--- config.mk ---
export PLATFORM = sky130hd
export DESIGN_NAME = gshare_branch_predictor
export DESIGN_NICKNAME = d
export VERILOG_FILES = /design/src/rtl/gshare_branch_predictor.sv
export SDC_FILE = /design/constraint.sdc
export NUM_CORES = 1
export LEC_CHECK = 0
export CAP_MARGIN = 20
export CORE_MARGIN = 3
export CORE_UTILIZATION = 31
export CTS_CLUSTER_SIZE = 28
export DETAILED_ROUTE_END_ITERATION = 10
export GPL_ROUTABILITY_DRIVEN = 0
export PLACE_DENSITY = 0.46
export SYNTH_ARGS = -nofsm -noshare
export SYNTH_HDL_FRONTEND = slang
export SYNTH_SLANG_ARGS = --single-unit
--- constraint.sdc ---
create_clock -name clk -period 6.7 [get_ports clk]
set_input_delay 1.005 -clock clk [delete_from_list [all_inputs] [get_ports clk]]
set_output_delay 1.005 -clock clk [all_outputs]
set_load 0.03 [all_outputs]
--- src/rtl/gshare_branch_predictor.sv ---
// gshare_branch_predictor
//   Fetch-stage direction predictor. The table index is the fetch PC word
//   address XORed with a global history register (GHR). Each table entry is a
//   CTR_W-bit saturating counter. After reset, a sweep writes every entry to
//   weakly-not-taken before ready rises.
//
// Ports
//   clk, rst       clock; synchronous active-high reset
//   ready          table sweep finished, predictor usable
//   pr_valid       branch fetched this cycle; commits the speculative GHR shift
//   pr_pc          fetch PC (bit 0 ignored)
//   pr_taken       predicted direction (combinational)
//   pr_index       table index used (carried to up_index)
//   pr_ghr         GHR checkpoint used (carried to up_ghr)
//   up_valid       resolved branch update
//   up_index       index returned from pr_index
//   up_ghr         checkpoint returned from pr_ghr
//   up_taken       actual direction
//   up_mispredict  resolved direction differed from prediction
//   miss_count     saturating mispredict counter
module gshare_branch_predictor #(
  parameter int IDX_W  = 6,
  parameter int HIST_W = 6,
  parameter int CTR_W  = 2
) (
  input  logic              clk,
  input  logic              rst,
  output logic              ready,
  input  logic              pr_valid,
  input  logic [15:0]       pr_pc,
  output logic              pr_taken,
  output logic [IDX_W-1:0]  pr_index,
  output logic [HIST_W-1:0] pr_ghr,
  input  logic              up_valid,
  input  logic [IDX_W-1:0]  up_index,
  input  logic [HIST_W-1:0] up_ghr,
  input  logic              up_taken,
  input  logic              up_mispredict,
  output logic [15:0]       miss_count
);

  localparam int ENTRIES = 1 << IDX_W;
  localparam logic [CTR_W-1:0] CTR_INIT = {1'b0, {(CTR_W-1){1'b1}}};
  localparam logic [CTR_W-1:0] CTR_MAX  = '1;

  typedef enum logic {INIT, READY} state_t;

  state_t            state, state_n;
  logic [IDX_W-1:0]  ptr;
  logic [HIST_W-1:0] ghr, ghr_rep, ghr_spec;
  logic [IDX_W-1:0]  ghr_ext;
  logic [CTR_W-1:0]  ctr_tbl [ENTRIES];
  logic [CTR_W-1:0]  ctr_cur, ctr_nxt;
  logic              repair;

  // PC bits above the index and bit 0, and the checkpoint MSB, do not feed
  // any logic; fold them here so they are visibly accounted for.
  logic unused_bits;
  assign unused_bits = ^{pr_pc, up_ghr};

  assign ready = (state == READY);

  // GHR sits in the low bits of the index; upper bits are zero when
  // HIST_W < IDX_W.
  always_comb begin
    ghr_ext = '0;
    ghr_ext[HIST_W-1:0] = ghr;
  end

  assign pr_index = pr_pc[IDX_W:1] ^ ghr_ext;
  assign pr_ghr   = ghr;
  // Read sees the pre-update value; no same-cycle bypass.
  assign pr_taken = ready & ctr_tbl[pr_index][CTR_W-1];

  generate
    if (HIST_W == 1) begin : g_hist1
      assign ghr_rep  = up_taken;
      assign ghr_spec = pr_taken;
    end else begin : g_histn
      assign ghr_rep  = {up_ghr[HIST_W-2:0], up_taken};
      assign ghr_spec = {ghr[HIST_W-2:0], pr_taken};
    end
  endgenerate

  assign repair = up_valid & up_mispredict;

  // FSM
  always_ff @(posedge clk) begin
    if (rst) state <= INIT;
    else     state <= state_n;
  end

  always_comb begin
    state_n = state;
    case (state)
      INIT:    if (ptr == IDX_W'(ENTRIES - 1)) state_n = READY;
      READY:   state_n = READY;
      default: state_n = INIT;
    endcase
  end

  // Sweep pointer
  always_ff @(posedge clk) begin
    if (rst)                ptr <= '0;
    else if (state == INIT) ptr <= ptr + 1'b1;
  end

  // Counter update
  always_comb begin
    ctr_cur = ctr_tbl[up_index];
    ctr_nxt = ctr_cur;
    if (up_taken) begin
      if (ctr_cur != CTR_MAX) ctr_nxt = ctr_cur + 1'b1;
    end else begin
      if (ctr_cur != '0)      ctr_nxt = ctr_cur - 1'b1;
    end
  end

  // Table has no reset; the INIT sweep establishes its contents.
  always_ff @(posedge clk) begin
    if (!rst) begin
      if (state == INIT)  ctr_tbl[ptr]      <= CTR_INIT;
      else if (up_valid)  ctr_tbl[up_index] <= ctr_nxt;
    end
  end

  // GHR: mispredict repair wins over a same-cycle speculative shift.
  always_ff @(posedge clk) begin
    if (rst)           ghr <= '0;
    else if (ready) begin
      if (repair)        ghr <= ghr_rep;
      else if (pr_valid) ghr <= ghr_spec;
    end
  end

  always_ff @(posedge clk) begin
    if (rst)                                   miss_count <= '0;
    else if (ready && repair && miss_count != 16'hFFFF) miss_count <= miss_count + 16'd1;
  end

endmodule

==> Word-level counts from Yosys, hierarchy flattened <==
Memory sizes are Yosys's and may differ from the RTL's.
Cells that the tools add are included.
{ "word_totals": {"reg_bits": 29, "latchBits": 0, "mem_bits_rw": 128, "mem_bits_ro": 0, "inputBits": 34, "out_inout_bits": 30, "elab_cells": 39, "memories": 1} }
{ "mem_list": {"columns": ["memory", "words", "width", "read_ports", "rd_clocked_by_memory_dff", "write_ports", "line_no", "rtl"], "rows": [
  ["ctr_tbl", 64, 2, 2, 0, 1, "52", "logic [CTR_W-1:0] ctr_tbl [ENTRIES];"]
]} }
{ "op_classes": {"addsub": 4, "n_mul": 0, "n_div": 0, "n_lt_le_gt_ge": 0, "eq_ne": 3, "shift": 0, "mux": 17, "bitwise": 4, "reduce_logical": 6} }
{ "op_table": {"columns": ["operator", "n"], "rows": [
  ["$mux 6", 3],
  ["$add 16x1->16 const B", 1],
  ["$ne 16x16->1 const B", 1],
  ["$mux 1", 9],
  ["$mux 2", 4],
  ["$add 6x1->6 const B", 1],
  ["$eq 6x6->1 const B", 1],
  ["$xor 6x6->6", 1],
  ["$reduce_bool 2->1", 2],
  ["$add 2x1->2 const B", 1],
  ["$and 1x1->1", 2],
  ["$logic_and 1x1->1", 2],
  ["$ne 2x2->1 const B", 1],
  ["$pmux 1 s2", 1],
  ["$reduce_and 2->1", 1],
  ["$reduce_or 2->1", 1],
  ["$sub 2x1->2 const B", 1],
  ["$not 1->1", 1]
]} }

==> Depth between registers and ports, before layout <==
{ "depth": {"word_depth": 6, "depth_mapped": 10, "depth_no_buf": 7} }

==> Worst setup path before layout <==
OpenSTA, ideal clock, no wires.
{ "synth_path": {"path_kind": "input to register", "startpoint": "in up_index[1]", "endpoint": "mem ctr_tbl[0][0] (data pin)", "setup_time_ps": 702, "arrival_time_ps": 5255, "required_time_ps": 5998, "path_slack_ps": 743, "stages": 10, "path_buffers": 3, "cell_sequence": "buf_2 buf_2 clkbuf_1 mux4_2 mux2i_1 nand2_1 o211ai_1 a31o_2 a21oi_1 o21ai_0"} }
{ "synth_between": {"elab_chain_len": 5, "elab_cells_between_ends": 9, "cone_classes": "add/sub (2); eq/ne (1); mux (4); reduce/logical (1); memory (1)"} }
{ "synth_lines": {"columns": ["element", "line_no", "rtl"], "rows": [
  ["start, declared", "35", "input logic [IDX_W-1:0] up_index,"],
  ["$mem_v2 64x2 *", null, null],
  ["$sub 2x1->2, or another cell as far along", "115", "if (ctr_cur != '0) ctr_nxt = ctr_cur - 1'b1;"],
  ["$mux 2, on equally long branches", "115, 113", null],
  ["$mux 2 *", "112", "if (up_taken) begin"],
  ["$mux 2 (no line) *", null, null],
  ["end, declared", "52", null]
]} }
Every way passes the cells marked *; elsewhere a longest branch is shown, timed or not.

==> Worst setup path after layout <==
{ "layout_path": {"startpoint": "in pr_pc[1]", "endpoint": "out pr_taken"} }
{ "layout_between": {"elab_chain_len": 3} }
{ "layout_lines": {"columns": ["element", "line_no", "rtl"], "rows": [
  ["start, declared", "30", "input logic [15:0] pr_pc,"],
  ["$xor 6x6->6", "70", "assign pr_index = pr_pc[IDX_W:1] ^ ghr_ext;"],
  ["$mem_v2 64x2", null, null],
  ["$and 1x1->1", "73", "assign pr_taken = ready & ctr_tbl[pr_index][CTR_W-1];"],
  ["end, declared", "31", "output logic pr_taken,"]
]} }
Every way passes these cells.

==> results.ini <==
[worst_setup_path]
crit_path_cell_trace = clkdlybuf4s50_1, xor2_4, mux4_1, mux2i_1, a2111oi_2, nor4_1, nor3b_1, clkdlybuf4s50_1
required_ps = 5690
timing.rr.start = pr_ghr[0]
path_common_cell = clkdlybuf4s50_1
crit_path_max_incr_delay_ps = 630
critPathCaptureType = output port
reg2reg_setup_slack_ps = 3680
endpoint = pr_taken
r2r_end = pr_ghr[0]
crit_slowest_cell = clkdlybuf4s50_1
cp-startpoint = pr_pc[1]
critical_path_class = input port to output port
critPathArrivalTime_ps = 4420
path_max_fanout = 11
crit_path_start_kind = input port
rr_worst_depth = 7

[grt]
overflow = 0
grt_pass1_wl_mm = 29.96
grt_start_max_net_pins = 37
antenna_found_initial = 0
grtUsageTotal_pct = 15.47
grt_pass1_vias = 4844

[placement]
dp_hpwl_mm = 13.50
placed_cell_area_sq_um = 8354
place_worst_setup_slack_ps = 1171
dp_cells = 890
placement.io_buffers = 52

[power_and_ir_drop]
ir_drop_mv = 0.1503
seqPwrFrac_pct = 47.2
p_comb_share_pct = 5.7
switchingPower_uw = 489.5
p_int_uw = 1726
leakage_uw = 0.003136
swShare_pct = 22.09
cellPowerDensity_nw_per_um2 = 246.4
p_clk_share_pct = 47.1
power_uw = 2216

[sta]
clock.fmax_mhz = 184.4
skew_ps = 15.92
slew_violations = 0
rsz0062_at_grt = no
slew-limit-headroom_pct = 32.86
fin_crit_sh_pct = 80.96
worst_slack_ps = 1276
fin_crit_ps = 5424
setup_viol = 0
final_hold_viol_count = 0
worst_pin_slew_ps = 1007
tns_ps = 0

[layout]
layout.nets = 627
layout_common_cells = 128 x edfxtp_1, 99 x nor2_1, 50 x clkdlybuf4s50_1
areaGrowthSynthToFinish_pct = 20.59
layout_commonest_cell = edfxtp_1
final_area_sq_um = 8992
antennaDiodeCount = 0
drive_gt1_share_pct = 15.40
fillers = 2259
instances_no_fill = 923

[yosys]
synth.cell_area_sq_um = 7457
avgSynthCellArea_sq_um = 13.86
synth_seq_cells = 157
synth_top_area_share_pct = 51.54
syn-instance-count = 538
yosys_warnings = 0
synth_edf_count = 128
synth_area_leader_cell = edfxtp_1
postSynthNetCount = 574
synth_area_leaders = edfxtp_1 52%, mux4_2 11%, dfxtp_1 7.8%
synthArstFlopShare_pct = 0
ys.flop_type = edfxtp_1
synth-seq-area-share_pct = 59.33
synthDistinctLibCells = 50

[floorplan]
core.rowCount = 56
coreArea_sq_um = 23540
pin_count = 64
die_area_sq_um = 25950
start_util_pct = 31.68
die_width_microns = 161.1
fp.dieH_microns = 161.1

[hold_path]
hold_class = register to register

[clock_network]
holdBufCountCts = 0
cts_root_buf = clkbuf_16
path_clk_slew_ps = 70
numCtsBuffers = 17
htreeDepth = 4
cts.sinks = 157
cts_tree = built
clk_latency_ps = 430
clockBufferDepth = 2
post_cts_resized = 0
postCtsSetupBuffers = 0

[routing]
avgRoutedWirePerCell_microns = 21.07
drtPass1Iterations = 7
drc = 0
routed_wl_mm = 19.45
vias = 4697
drtIter0Drc = 389
postRouteAntennaNets = 0
vias_per_cell = 5.089

[flow_run]
cap_violations = 0

[outcome]
status = completed

==> cell usage after synthesis (2+ instances only) <==
master,instances
nand2_1,44
o31ai_1,2
ha_1,2
nand2b_1,4
nor3b_1,2
and3_1,6
nor2b_1,9
a31oi_1,6
xor2_1,17
clkbuf_1,21
nor4_1,2
mux4_2,38
nand3_1,24
xor2_4,2
edfxtp_1,128
a311oi_1,5
nand3b_1,4
a211oi_1,3
mux4_1,11
mux2_2,2
xnor2_1,3
a22oi_1,4
o21a_1,3
nand4_1,4
or3_1,7
dfxtp_1,29
buf_2,5
mux2i_1,18
a21oi_1,7
nor2_1,99
o21ai_0,8
==> metrics by stage <==
stage	hold WS, ps	utilization, %
after CTS	532.8	38.16
after global placement	498.8	35.49
final	520.5	38.20
after floorplan	533.3	-
after detailed placement	521.0	35.49
after global routing	557.7	38.20
==> final cells by class <==
cell class / count / area [sq um] / area share [%]
Clock buffer: 17 / 425.4 / 4.731
Clock inverter: 15 / 205.2 / 2.282
Inverter: 1 / 3.754 / 0.04174
Multi-Input combinational cell: 351 / 2917 / 32.43
Sequential cell: 157 / 4424 / 49.20
Tap cell: 319 / 399.1 / 4.439
Timing Repair Buffer: 63 / 618.1 / 6.874
==> critical path, delay by kind of cell <==
family | cells | cell delay, ps
AO/OA/AOI/OAI | 1 | 110
XOR/XNOR | 1 | 520
buffers and inverters | 2 | 1220
multiplexers | 2 | 890
AND/OR/NAND/NOR | 2 | 660
==> flip-flops by register name, summed over array words and instances, names as in the netlist <==
| register | cells |
|---|---|
| ready | 1 |
| ptr | 6 |
| pr_ghr | 6 |
| ctr_tbl | 128 |
| miss_count | 16 |
==> power by group through the flow <==
| stage | combinational (uW) | sequential, uW | clock (uW) |
|---|---|---|---|
| final | 126 | 1050 | 1040 |
| after global placement | 127 | 1070 | 0 |
| after global routing | 135 | 1050 | 1100 |
| after floorplan | 78.9 | 1070 | 0 |
| after CTS | 128 | 1050 | 1070 |
| after detailed placement | 127 | 1070 | 0 |
==> logic make-up after synthesis <==
logic type	count (synthesis)	synth area share (%)
AND/OR/NAND/NOR	209	12.45
flip-flops	157	59.33
multiplexers	69	18.07
AO/OA/AOI/OAI	48	4.648
buffers and inverters	30	1.862
XOR/XNOR	23	3.305
adder cells (fa/ha/maj)	2	0.3355
==> per-layer routing <==
metal / up-vias / part of all wire [%] / track usage (%)
met1: 2412 / 47 / 21.22
met2: 88 / 49 / 25.32
met3: 19 / 3.0 / 2.924
met5: - / 0 / 0
li1: 2178 / - / -
met4: 0 / 1.4 / 4.341
==> how the worst min path moves through the flow <==
| stage | start | endpoint | slack (ps) | cells after the start |
|---|---|---|---|---|
| after floorplan | ptr[2] | ptr[2] | 530 | 2 |
| after CTS | miss_count[13] | miss_count[13] | 530 | 2 |
| final | miss_count[13] | miss_count[13] | 520 | 2 |
| after detailed placement | miss_count[13] | miss_count[13] | 520 | 2 |
| after global placement | miss_count[7] | miss_count[7] | 500 | 2 |
| after global routing | miss_count[13] | miss_count[13] | 560 | 2 |
Power figures use the tool's default switching activity.
